===== config.mk =====
export PLATFORM = sky130hd
export DESIGN_NAME = pipeline_hazard_controller_flat
export DESIGN_NICKNAME = d
export VERILOG_FILES = /design/src/rtl/pipeline_pkg.sv /design/src/rtl/pipeline_hazard_controller_if.sv /design/src/rtl/pipeline_hazard_controller_counter.sv /design/src/rtl/pipeline_hazard_controller.sv /design/src/flat_wrapper.sv
export SDC_FILE = /design/constraint.sdc
export NUM_CORES = 1
export LEC_CHECK = 0
export ABC_CLOCK_PERIOD_IN_PS = 3040
export CAP_MARGIN = 20
export CORE_MARGIN = 3
export CORE_UTILIZATION = 43
export CTS_BUF_LIST = sky130_fd_sc_hd__clkbuf_16
export DETAILED_ROUTE_END_ITERATION = 10
export GPL_ROUTABILITY_DRIVEN = 0
export PLACE_DENSITY = 0.76
export RECOVER_POWER = 100
export SLEW_MARGIN = 25
export SYNTH_ARGS = -nofsm -noshare
export SYNTH_HDL_FRONTEND = slang
export SYNTH_SLANG_ARGS = --single-unit

===== constraint.sdc =====
create_clock -name clock -period 3.04 [get_ports clock]
set_input_delay 0.608 -clock clock [delete_from_list [all_inputs] [get_ports clock]]
set_output_delay 0.608 -clock clock [all_outputs]
set_load 0.02 [all_outputs]

===== src/rtl/pipeline_pkg.sv =====
// Shared constants for the pipeline hazard controller: FSM encoding,
// register-index width and the hard-wired zero register.
package pipeline_pkg;

  localparam int REG_IDX_W = 5;

  localparam logic [REG_IDX_W-1:0] REG_ZERO = 5'd0;

  localparam logic [0:0] ST_RUN      = 1'b0;
  localparam logic [0:0] ST_MEM_WAIT = 1'b1;

  // True when the instruction in ID/EX is a load whose destination feeds the
  // instruction currently in IF/ID.
  function automatic logic load_use_hit(
    input logic                 mem_read,
    input logic [REG_IDX_W-1:0] rd,
    input logic [REG_IDX_W-1:0] rs1,
    input logic [REG_IDX_W-1:0] rs2,
    input logic                 uses_rs2
  );
    return mem_read && (rd != REG_ZERO) &&
           ((rd == rs1) || (uses_rs2 && (rd == rs2)));
  endfunction

endpackage


===== src/rtl/pipeline_hazard_controller_if.sv =====
// Bundle of pipeline-register status inputs and sequencing outputs.
// slave = the hazard controller, master = the pipeline datapath side.
interface pipeline_hazard_controller_if #(
  parameter int COUNTER_WIDTH = 32
);
  logic [pipeline_pkg::REG_IDX_W-1:0] id_rs1;
  logic [pipeline_pkg::REG_IDX_W-1:0] id_rs2;
  logic                               id_uses_rs2;
  logic                               id_ex_mem_read;
  logic [pipeline_pkg::REG_IDX_W-1:0] id_ex_rd;
  logic                               ex_mem_mem_read;
  logic                               ex_mem_mem_write;
  logic                               ex_mem_beq_instruction;
  logic                               ex_mem_flag_beq;

  logic                               pc_write;
  logic                               pc_src;
  logic                               if_id_write;
  logic                               if_id_flush;
  logic                               id_ex_write;
  logic                               id_ex_flush;
  logic                               ex_mem_write;
  logic                               ex_mem_flush;
  logic                               mem_wb_bubble;
  logic [COUNTER_WIDTH-1:0]           stall_count;
  logic [COUNTER_WIDTH-1:0]           flush_count;
  logic                               busy;

  modport slave (
    input  id_rs1, id_rs2, id_uses_rs2, id_ex_mem_read, id_ex_rd,
           ex_mem_mem_read, ex_mem_mem_write, ex_mem_beq_instruction,
           ex_mem_flag_beq,
    output pc_write, pc_src, if_id_write, if_id_flush, id_ex_write,
           id_ex_flush, ex_mem_write, ex_mem_flush, mem_wb_bubble,
           stall_count, flush_count, busy
  );

  modport master (
    output id_rs1, id_rs2, id_uses_rs2, id_ex_mem_read, id_ex_rd,
           ex_mem_mem_read, ex_mem_mem_write, ex_mem_beq_instruction,
           ex_mem_flag_beq,
    input  pc_write, pc_src, if_id_write, if_id_flush, id_ex_write,
           id_ex_flush, ex_mem_write, ex_mem_flush, mem_wb_bubble,
           stall_count, flush_count, busy
  );
endinterface


===== src/rtl/pipeline_hazard_controller_counter.sv =====
// Saturating event counter used for the stall and flush statistics.
module hazard_event_counter #(
  parameter int WIDTH = 32
) (
  input  logic             clock,
  input  logic             reset,
  input  logic             inc,
  output logic [WIDTH-1:0] count
);
  logic [WIDTH-1:0] r_count;

  // Count qualifying events, holding at all-ones instead of wrapping.
  always_ff @(posedge clock or posedge reset) begin
    if (reset) begin
      r_count <= '0;
    end else if (inc && (r_count != '1)) begin
      r_count <= r_count + WIDTH'(1);
    end
  end

  assign count = r_count;
endmodule


===== src/rtl/pipeline_hazard_controller.sv =====
// Sequencing unit for the IF/ID, ID/EX, EX/MEM and MEM/WB registers:
// memory freeze, taken-branch flush and load-use stall, in that priority.
module pipeline_hazard_controller
  import pipeline_pkg::*;
#(
  parameter int DMEM_WAIT_CYCLES = 2,
  parameter int COUNTER_WIDTH    = 32
) (
  input  logic                         clock,
  input  logic                         reset,
  pipeline_hazard_controller_if.slave  hz
);
  // Wait counter only needs to hold DMEM_WAIT_CYCLES-1.
  localparam int            WCW       = (DMEM_WAIT_CYCLES > 1) ? $clog2(DMEM_WAIT_CYCLES) : 1;
  localparam logic [WCW-1:0] WAIT_LOAD = WCW'((DMEM_WAIT_CYCLES > 0) ? DMEM_WAIT_CYCLES - 1 : 0);
  localparam logic          HAS_WAIT  = (DMEM_WAIT_CYCLES > 0);

  logic [0:0]     r_state;
  logic [WCW-1:0] r_wait_cnt;

  logic w_mem_op;
  logic w_freeze;
  logic w_branch;
  logic w_load_use;
  logic w_stall_inc;
  logic w_flush_inc;

  logic w_pc_write, w_pc_src, w_if_id_write, w_if_id_flush;
  logic w_id_ex_write, w_id_ex_flush, w_ex_mem_write, w_ex_mem_flush;
  logic w_mem_wb_bubble;

  assign w_mem_op = hz.ex_mem_mem_read | hz.ex_mem_mem_write;

  // The release cycle (MEM_WAIT with wait_cnt==0) is never frozen, which
  // also keeps the still-present memory op from re-triggering a freeze.
  assign w_freeze = (r_state == ST_RUN) ? (w_mem_op && HAS_WAIT)
                                        : (r_wait_cnt != '0);

  assign w_branch   = !w_freeze && hz.ex_mem_beq_instruction && hz.ex_mem_flag_beq;
  assign w_load_use = !w_freeze && !w_branch &&
                      load_use_hit(hz.id_ex_mem_read, hz.id_ex_rd, hz.id_rs1,
                                   hz.id_rs2, hz.id_uses_rs2);

  assign w_stall_inc = w_freeze || w_load_use;
  assign w_flush_inc = w_branch;

  // Decode pipeline-register controls; everything is forced low during reset.
  always_comb begin
    w_pc_write      = 1'b0;
    w_pc_src        = 1'b0;
    w_if_id_write   = 1'b0;
    w_if_id_flush   = 1'b0;
    w_id_ex_write   = 1'b0;
    w_id_ex_flush   = 1'b0;
    w_ex_mem_write  = 1'b0;
    w_ex_mem_flush  = 1'b0;
    w_mem_wb_bubble = 1'b0;
    if (reset) begin
      // hold everything off
    end else if (w_freeze) begin
      w_mem_wb_bubble = 1'b1;
    end else begin
      w_pc_write     = !w_load_use;
      w_if_id_write  = !w_load_use;
      w_id_ex_write  = 1'b1;
      w_ex_mem_write = 1'b1;
      w_id_ex_flush  = w_load_use || w_branch;
      w_pc_src       = w_branch;
      w_if_id_flush  = w_branch;
      w_ex_mem_flush = w_branch;
    end
  end

  // Freeze FSM: DMEM_WAIT_CYCLES frozen cycles, then one release cycle.
  always_ff @(posedge clock or posedge reset) begin
    if (reset) begin
      r_state    <= ST_RUN;
      r_wait_cnt <= '0;
    end else if (r_state == ST_RUN) begin
      if (w_freeze) begin
        r_state    <= ST_MEM_WAIT;
        r_wait_cnt <= WAIT_LOAD;
      end
    end else if (r_wait_cnt != '0) begin
      r_wait_cnt <= r_wait_cnt - WCW'(1);
    end else begin
      r_state <= ST_RUN;
    end
  end

  assign hz.pc_write      = w_pc_write;
  assign hz.pc_src        = w_pc_src;
  assign hz.if_id_write   = w_if_id_write;
  assign hz.if_id_flush   = w_if_id_flush;
  assign hz.id_ex_write   = w_id_ex_write;
  assign hz.id_ex_flush   = w_id_ex_flush;
  assign hz.ex_mem_write  = w_ex_mem_write;
  assign hz.ex_mem_flush  = w_ex_mem_flush;
  assign hz.mem_wb_bubble = w_mem_wb_bubble;
  assign hz.busy          = (r_state == ST_MEM_WAIT);

  hazard_event_counter #(.WIDTH(COUNTER_WIDTH)) u_stall_cnt (
    .clock (clock),
    .reset (reset),
    .inc   (w_stall_inc),
    .count (hz.stall_count)
  );

  hazard_event_counter #(.WIDTH(COUNTER_WIDTH)) u_flush_cnt (
    .clock (clock),
    .reset (reset),
    .inc   (w_flush_inc),
    .count (hz.flush_count)
  );
endmodule


===== src/flat_wrapper.sv =====
// flat-port wrapper written by rule: the top's interface ports become plain ports
module pipeline_hazard_controller_flat import pipeline_pkg::*;
#(
  parameter int DMEM_WAIT_CYCLES = 2,
  parameter int COUNTER_WIDTH    = 32
)
  (clock, reset, hz_id_rs1, hz_id_rs2, hz_id_uses_rs2, hz_id_ex_mem_read, hz_id_ex_rd, hz_ex_mem_mem_read, hz_ex_mem_mem_write, hz_ex_mem_beq_instruction, hz_ex_mem_flag_beq, hz_pc_write, hz_pc_src, hz_if_id_write, hz_if_id_flush, hz_id_ex_write, hz_id_ex_flush, hz_ex_mem_write, hz_ex_mem_flush, hz_mem_wb_bubble, hz_stall_count, hz_flush_count, hz_busy);
  pipeline_hazard_controller_if #(.COUNTER_WIDTH(COUNTER_WIDTH)) hz_i ();
  input  logic clock;
  input  logic reset;
  input wire logic [$bits(hz_i.id_rs1)-1:0] hz_id_rs1;
  input wire logic [$bits(hz_i.id_rs2)-1:0] hz_id_rs2;
  input wire logic [$bits(hz_i.id_uses_rs2)-1:0] hz_id_uses_rs2;
  input wire logic [$bits(hz_i.id_ex_mem_read)-1:0] hz_id_ex_mem_read;
  input wire logic [$bits(hz_i.id_ex_rd)-1:0] hz_id_ex_rd;
  input wire logic [$bits(hz_i.ex_mem_mem_read)-1:0] hz_ex_mem_mem_read;
  input wire logic [$bits(hz_i.ex_mem_mem_write)-1:0] hz_ex_mem_mem_write;
  input wire logic [$bits(hz_i.ex_mem_beq_instruction)-1:0] hz_ex_mem_beq_instruction;
  input wire logic [$bits(hz_i.ex_mem_flag_beq)-1:0] hz_ex_mem_flag_beq;
  output wire logic [$bits(hz_i.pc_write)-1:0] hz_pc_write;
  output wire logic [$bits(hz_i.pc_src)-1:0] hz_pc_src;
  output wire logic [$bits(hz_i.if_id_write)-1:0] hz_if_id_write;
  output wire logic [$bits(hz_i.if_id_flush)-1:0] hz_if_id_flush;
  output wire logic [$bits(hz_i.id_ex_write)-1:0] hz_id_ex_write;
  output wire logic [$bits(hz_i.id_ex_flush)-1:0] hz_id_ex_flush;
  output wire logic [$bits(hz_i.ex_mem_write)-1:0] hz_ex_mem_write;
  output wire logic [$bits(hz_i.ex_mem_flush)-1:0] hz_ex_mem_flush;
  output wire logic [$bits(hz_i.mem_wb_bubble)-1:0] hz_mem_wb_bubble;
  output wire logic [$bits(hz_i.stall_count)-1:0] hz_stall_count;
  output wire logic [$bits(hz_i.flush_count)-1:0] hz_flush_count;
  output wire logic [$bits(hz_i.busy)-1:0] hz_busy;
  assign hz_i.id_rs1 = hz_id_rs1;
  assign hz_i.id_rs2 = hz_id_rs2;
  assign hz_i.id_uses_rs2 = hz_id_uses_rs2;
  assign hz_i.id_ex_mem_read = hz_id_ex_mem_read;
  assign hz_i.id_ex_rd = hz_id_ex_rd;
  assign hz_i.ex_mem_mem_read = hz_ex_mem_mem_read;
  assign hz_i.ex_mem_mem_write = hz_ex_mem_mem_write;
  assign hz_i.ex_mem_beq_instruction = hz_ex_mem_beq_instruction;
  assign hz_i.ex_mem_flag_beq = hz_ex_mem_flag_beq;
  assign hz_pc_write = hz_i.pc_write;
  assign hz_pc_src = hz_i.pc_src;
  assign hz_if_id_write = hz_i.if_id_write;
  assign hz_if_id_flush = hz_i.if_id_flush;
  assign hz_id_ex_write = hz_i.id_ex_write;
  assign hz_id_ex_flush = hz_i.id_ex_flush;
  assign hz_ex_mem_write = hz_i.ex_mem_write;
  assign hz_ex_mem_flush = hz_i.ex_mem_flush;
  assign hz_mem_wb_bubble = hz_i.mem_wb_bubble;
  assign hz_stall_count = hz_i.stall_count;
  assign hz_flush_count = hz_i.flush_count;
  assign hz_busy = hz_i.busy;
  pipeline_hazard_controller #(.DMEM_WAIT_CYCLES(DMEM_WAIT_CYCLES), .COUNTER_WIDTH(COUNTER_WIDTH)) u_core (.clock(clock), .reset(reset), .hz(hz_i));
endmodule

==> reports/metrics.cfg <==
[synthesis]
ys_seq_area_share_pct = 48.3
netlist_instances = 334
synth_cell_type_count = 40
avgSynthCellArea_um2 = 10.2
ys_seq_elements = 66
synth_warnings = 0
netlist_area_mm2 = 0.00342
synth_nets = 359

[sta]
drv_slew = 67
relSlewSlack_pct = -6.99
fmax_mhz = 345
rsz0062_at_grt = no
finalCriticalPeriod_ns = 2.90
whs_ns = 0.478
setup_violations = 0
fin_crit_sh_pct = 95.4
totalNegativeSetupSlack_ns = 0
tightest_slew_ns = 1.60
fin_skew_ns = 0.00529
finalHoldViolCount = 0

[routing]
antenna_left = 0
via_per_inst = 5.24
drt_pass1_iterations = 4
drcViolationCount = 0
drt-initial-drc-count = 49
vias = 2893
wl_um = 8200
post_drt_wl_per_cell_um = 14.9

[grt]
groute.usage.overall_pct = 19.4
overflow = 0
grt_start_max_net_pins = 67
grt_pass1_wl_um = 13800
first_global_vias = 2912
antenna_found_initial = 0

[clocking]
htree_levels = 3
clockRootBuffer = clkbuf_16
cts_num_sinks = 66
hold_buffers = 0
cts_setup_buffers = 0
cts_tree = done
cts.path.max_buffers = 2
path_clk_slew_ns = 0.05
clk_latency_ns = 0.32
cts_made_buffers = 9

[power_and_ir_drop]
pwr-share-seq_pct = 40.5
p_comb_share_pct = 26.8
power.switching_mw = 0.883
ir_worst_vdd_v = 0.000355
power_density_mw_per_mm2 = 566
power_leakage_nw = 2.21
switching_share_pct = 33.0
clkPwrFrac_pct = 32.8
finalPower_mw = 2.68
internal_power_mw = 1.80

[cells_and_area]
multi_input_area_mm2 = 0.00165
final_core_util_pct = 63.2
fill_cells = 617
seqCellArea_mm2 = 0.00165
mostFrequentLayoutCells = dlygate4sd3_1, dfrtp_1, xnor2_1, nand2_1, nand3_1
final_cell_area_mm2 = 0.00473
n_antenna_cell = 0
drive_gt1_share_pct = 7.06
finalNetCount = 474
area.growth.synth_to_final_pct = 38.5

[setup_path]
crit_required_ns = 2.43
worst-endpoint-arrival_ns = 2.29
start_kind = input port
critical_path_class = input port to primary output
path_max_fanout = 4
end_kind = primary output

[status]
status = complete, but fails checks
violations = capacitance limit, slew limit

[min_path]
hp-class = flop to flop

[floorplanning]
die_x_um = 95.2
dieArea_mm2 = 0.00906
die-height_um = 95.2
io_pins = 97
rows = 31
start_util_pct = 45.7
coreArea_mm2 = 0.00749

[placement]
dpl_cell_area_mm2 = 0.00458
io_buffer_count = 96
hpwl_um = 5980

[job]
max_cap_violations = 1

repair_timing:
| action | 4_1_cts | 5_1_grt |
|---|---|---|
| gates resized for setup | 12 | 7 |
| hold endpoints to repair | 0 | 0 |
| setup endpoints to repair | 6 | 5 |
| pin swaps | 0 | 2 |
cells by family (layout without fill, tap and decap cells):
logic type	after synthesis	count (layout)	synth area share, %
and+or+nand+nor	163	163	26.1
xor gates and xnor gates	69	69	17.7
DFF	66	66	48.3
buffers and inverters	17	136	2.60
AOI/OAI and AO/OA	15	15	3.88
adders and majority gates	2	2	0.732
muxes	2	2	0.659
synth_stat cells:
master     count  area, µm²
dfrtp_1       66       1650
xnor2_1       45        394
nand2_1       30        113
nand3_1       27        135
nor2_1        27        101
xor2_1        24        210
nand4_1       22        138
and3_1        16        100
nor3_1        10       50.1
inv_1          8       30.0
a21oi_1        6       30.0
nor4_1         6       37.5
and2_1         4       25.0
and4_1         4       35.0
buf_4          4       30.0
nand2b_1       4       25.0
buf_2          2       10.0
clkbuf_1       2       7.51
ha_1           2       25.0
mux2_2         2       22.5
nand3b_1       2       15.0
nand4b_1       2       17.5
or4_1          2       15.0
a2111oi_4      1       27.5
a211o_1        1       8.76
a31oi_4        1       21.3
a32oi_1        1       8.76
buf_6          1       11.3
nand3_2        1       10.0
nand4_2        1       12.5
nor2b_1        1       6.26
nor3_2         1       10.0
nor4_2         1       12.5
nor4b_4        1       23.8
o2111ai_1      1       8.76
o21a_1         1       7.51
o21ai_0        1       5.00
o21ai_1        1       5.00
o22a_2         1       10.0
or3_4          1       11.3
routing by layer:
| metal | GRT usage, % | wire (µm) |
|---|---|---|
| met1 | 25.1 | 3600 |
| met5 | 0 | 0 |
| met2 | 30.4 | 3810 |
| met3 | 5.92 | 666 |
| met4 | 7.93 | 123 |
path summary, 6_finish.rpt:
check	from	end	slack [ns]	cells after the start
setup / recovery	hz_ex_mem_mem_write	hz_mem_wb_bubble	0.14	6
hold / removal	u_core.hz.busy	u_core.r_wait_cnt	0.48	1
setup reg to reg	u_core.u_stall_cnt.count[24]	u_core.u_stall_cnt.count[1]	0.72	6
hold reg to reg	u_core.hz.busy	u_core.r_wait_cnt	0.48	1
max in group asynchronous	reset	u_core.u_stall_cnt.count[22]	0.71	3
min in group asynchronous	reset	u_core.hz.busy	1.38	3
per-stage QoR:
stage / cells / setup WS (ns)
6_report: 552 / 0.140
5_1_grt: 552 / 0.00694
4_1_cts: 552 / 0.0123
3_5_place_dp: 537 / -0.340
3_3_place_gp: 537 / -0.338
2_1_floorplan: 334 / 0.199
power by group through the flow:
stage,registers (mW),logic [mW],clock network (mW)
2_1_floorplan,1.17,0.353,0
3_3_place_gp,1.10,0.787,0
3_5_place_dp,1.10,0.801,0
4_1_cts,1.09,0.801,0.889
5_1_grt,1.10,0.783,0.941
6_report,1.08,0.717,0.878
critical path, cell delays in order:
cell and delay (ns):
clkdlybuf4s50_1 0.44, or3_1 0.38, nand2_1 0.10, clkbuf_1 0.18
nor2_1 0.06, clkdlybuf4s50_1 0.53
state kept, by name, summed over array words and instances (netlist names):
name,flops
u_core.r_wait_cnt,1
u_core.hz.busy,1
u_core.u_stall_cnt.count,32
u_core.u_flush_cnt.count,32
final cells by class:
type,count,share of cell area [%]
inverter,8,0.714
sequential,66,34.9
timing repair buffer,113,21.7
tap,99,2.62
multi-input combinational,251,34.8
clock inverter,6,0.555
clock buffer,9,4.76
No activity file was read; power rests on OpenSTA's default activity.
==> RTL edit, RTL diff (same settings) <==
The package constant `REG_IDX_W` goes from 5 to 6.
--- a/src/rtl/pipeline_pkg.sv
+++ b/src/rtl/pipeline_pkg.sv
@@ -2,7 +2,7 @@
 // register-index width and the hard-wired zero register.
 package pipeline_pkg;
 
-  localparam int REG_IDX_W = 5;
+  localparam int REG_IDX_W = 6;
 
   localparam logic [REG_IDX_W-1:0] REG_ZERO = 5'd0;
 
Interface: changed (resized hz_id_ex_rd, hz_id_rs1 and hz_id_rs2); port bits go from 97 to 100. The function was not compared with the original's and may differ.
==> RTL edit against the unedited design <==
The flow still finishes with violations (max-capacitance violations, max-slew violations). Worst hold slack got worse by 0.0085 ns. Total power increased by 7.4%. Area after synthesis increased by 1.3%. Sequential share of layout area decreased by 0.69 points. Setup slack got worse by 0.062 ns. Sequential cell count unchanged. Routed wire length decreased by 0.87%. Cell area increased by 2.0%. Clock power increased by 12%. Clock skew increased by 0.0032 ns. Critical path type unchanged.
==> RTL edit: results (changes against the unedited design) <==
status:
  status: "complete, but fails checks"
  violations: "max-capacitance violations, max-slew violations"
cells_and_area:
  drive_gt1_share_pct: 10.9  # +3.8 points
  multi_input_area_share_pct: 34.4  # -0.43 points
  multi_input_comb_cells: 237  # -5.6%
  clock_area_share_pct: 5.96  # +0.65 points
  signal_buffers: 114  # +0.88%
  dominant_cells: "multi-input gates"
  nFillCells: 676  # +9.6%
placement:
  pre_cts_ws_ns: -0.412  # -0.0716 ns
  numPortBuffers: 99  # +3.1%
  dp_hpwl_um: 5900  # -1.3%
  dp.cells: 525  # -2.2%
pwr:
  p_sw_share_pct: 33.2  # +0.26 points
  power.leakage_nw: 2.20  # -0.66%
  peakVddDrop_mv: 0.397  # +12%
  seq_power_share_pct: 37.2  # -3.3 points
  clock_power_share_pct: 34.2  # +1.4 points
drt:
  wl_per_cell_um: 15.0  # +0.96%
  drtIter0Drc: 57  # +16%
synth:
  yosysSeqAreaShare_pct: 47.7  # -0.63 points
  synth_common_cells: "66 x dfrtp_1, 52 x xnor2_1, 25 x nand4_1, 25 x nor2_1, 23 x nand2_1"
  syn_inst: 321  # -3.9%
  synth_area_leaders: "dfrtp_1 48%, xnor2_1 13%, xor2_1 5.3%"
  syn_nets: 349  # -2.8%
  synth_cell_type_count: 45  # +13%
grt:
  grt_util_all_layers_pct: 19.2  # -0.21 points
  first_global_vias: 2867  # -1.5%
timing:
  skew_ns: 0.00845  # +0.00317 ns
  slew_violations: 67  # unchanged
  slew_headroom_pct: -5.89  # +1.1 points
run:
  drv_cap: 1  # unchanged
critical_path:
  ff2ff_path_depth: 7  # +1
clock_tree:
  post_cts_resize_count: 13  # +1
RTL edit: cell types whose count changed in the layout (fill, tap and decap cells not counted), moves of 4 or more:
cell	unedited run	this run
a21oi_1	6	1
clkbuf_1	9	2
nand3_1	28	19
xnor2_1	45	52
nand2_1	30	23
nand4_1	22	27
nor4_1	6	2
nand3_2	0	6
RTL edit: kinds of logic after synthesis:
family | Yosys count | share of synthesized area [%]
AOI/OAI and AO/OA | 11 | 3.61
buffers and inverters | 19 | 3.22
adders and majority gates | 2 | 0.722
xor gates and xnor gates | 73 | 18.5
and+or+nand+nor | 148 | 25.7
muxes | 2 | 0.650
DFF | 66 | 47.7
RTL edit: routing by layer:
layer  track usage [%]  wire length, um  vias up
li1                  -                -     1358
met1              25.3             3530     1355
met2              30.7             4010       82
met3              6.41              524        6
met4              4.74               67        0
met5                 0                0        -
RTL edit: worst paths after layout:
kind	endpoint	start	slack, ns
worst max register to register	u_core.u_flush_cnt.count[6]	u_core.u_flush_cnt.count[0]	0.60
min in group asynchronous	u_core.u_flush_cnt.count[9]	reset	1.45
max in group asynchronous	u_core.u_flush_cnt.count[27]	reset	0.64
worst max-delay path	hz_mem_wb_bubble	hz_ex_mem_mem_write	0.08
worst min register to register	u_core.r_wait_cnt	u_core.hz.busy	0.47
worst min-delay path	u_core.r_wait_cnt	u_core.hz.busy	0.47
RTL edit: through the flow:
step           utilization [%]  instance area, um^2  power, mW
4_1_cts                   63.1                 4900       2.97
3_5_place_dp              59.4                 4610       1.98
6_report                  62.2                 4830       2.88
3_3_place_gp              59.4                 4610       1.96
5_1_grt                   62.2                 4830       3.04
2_1_floorplan                -                 3470       1.66
RTL edit: critical path, cell delays in order:
cell and delay, ns:
clkdlybuf4s50_1 0.41, or3_1 0.38, clkbuf_4 0.15, and3_1 0.17, dlygate4sd3_1 0.65
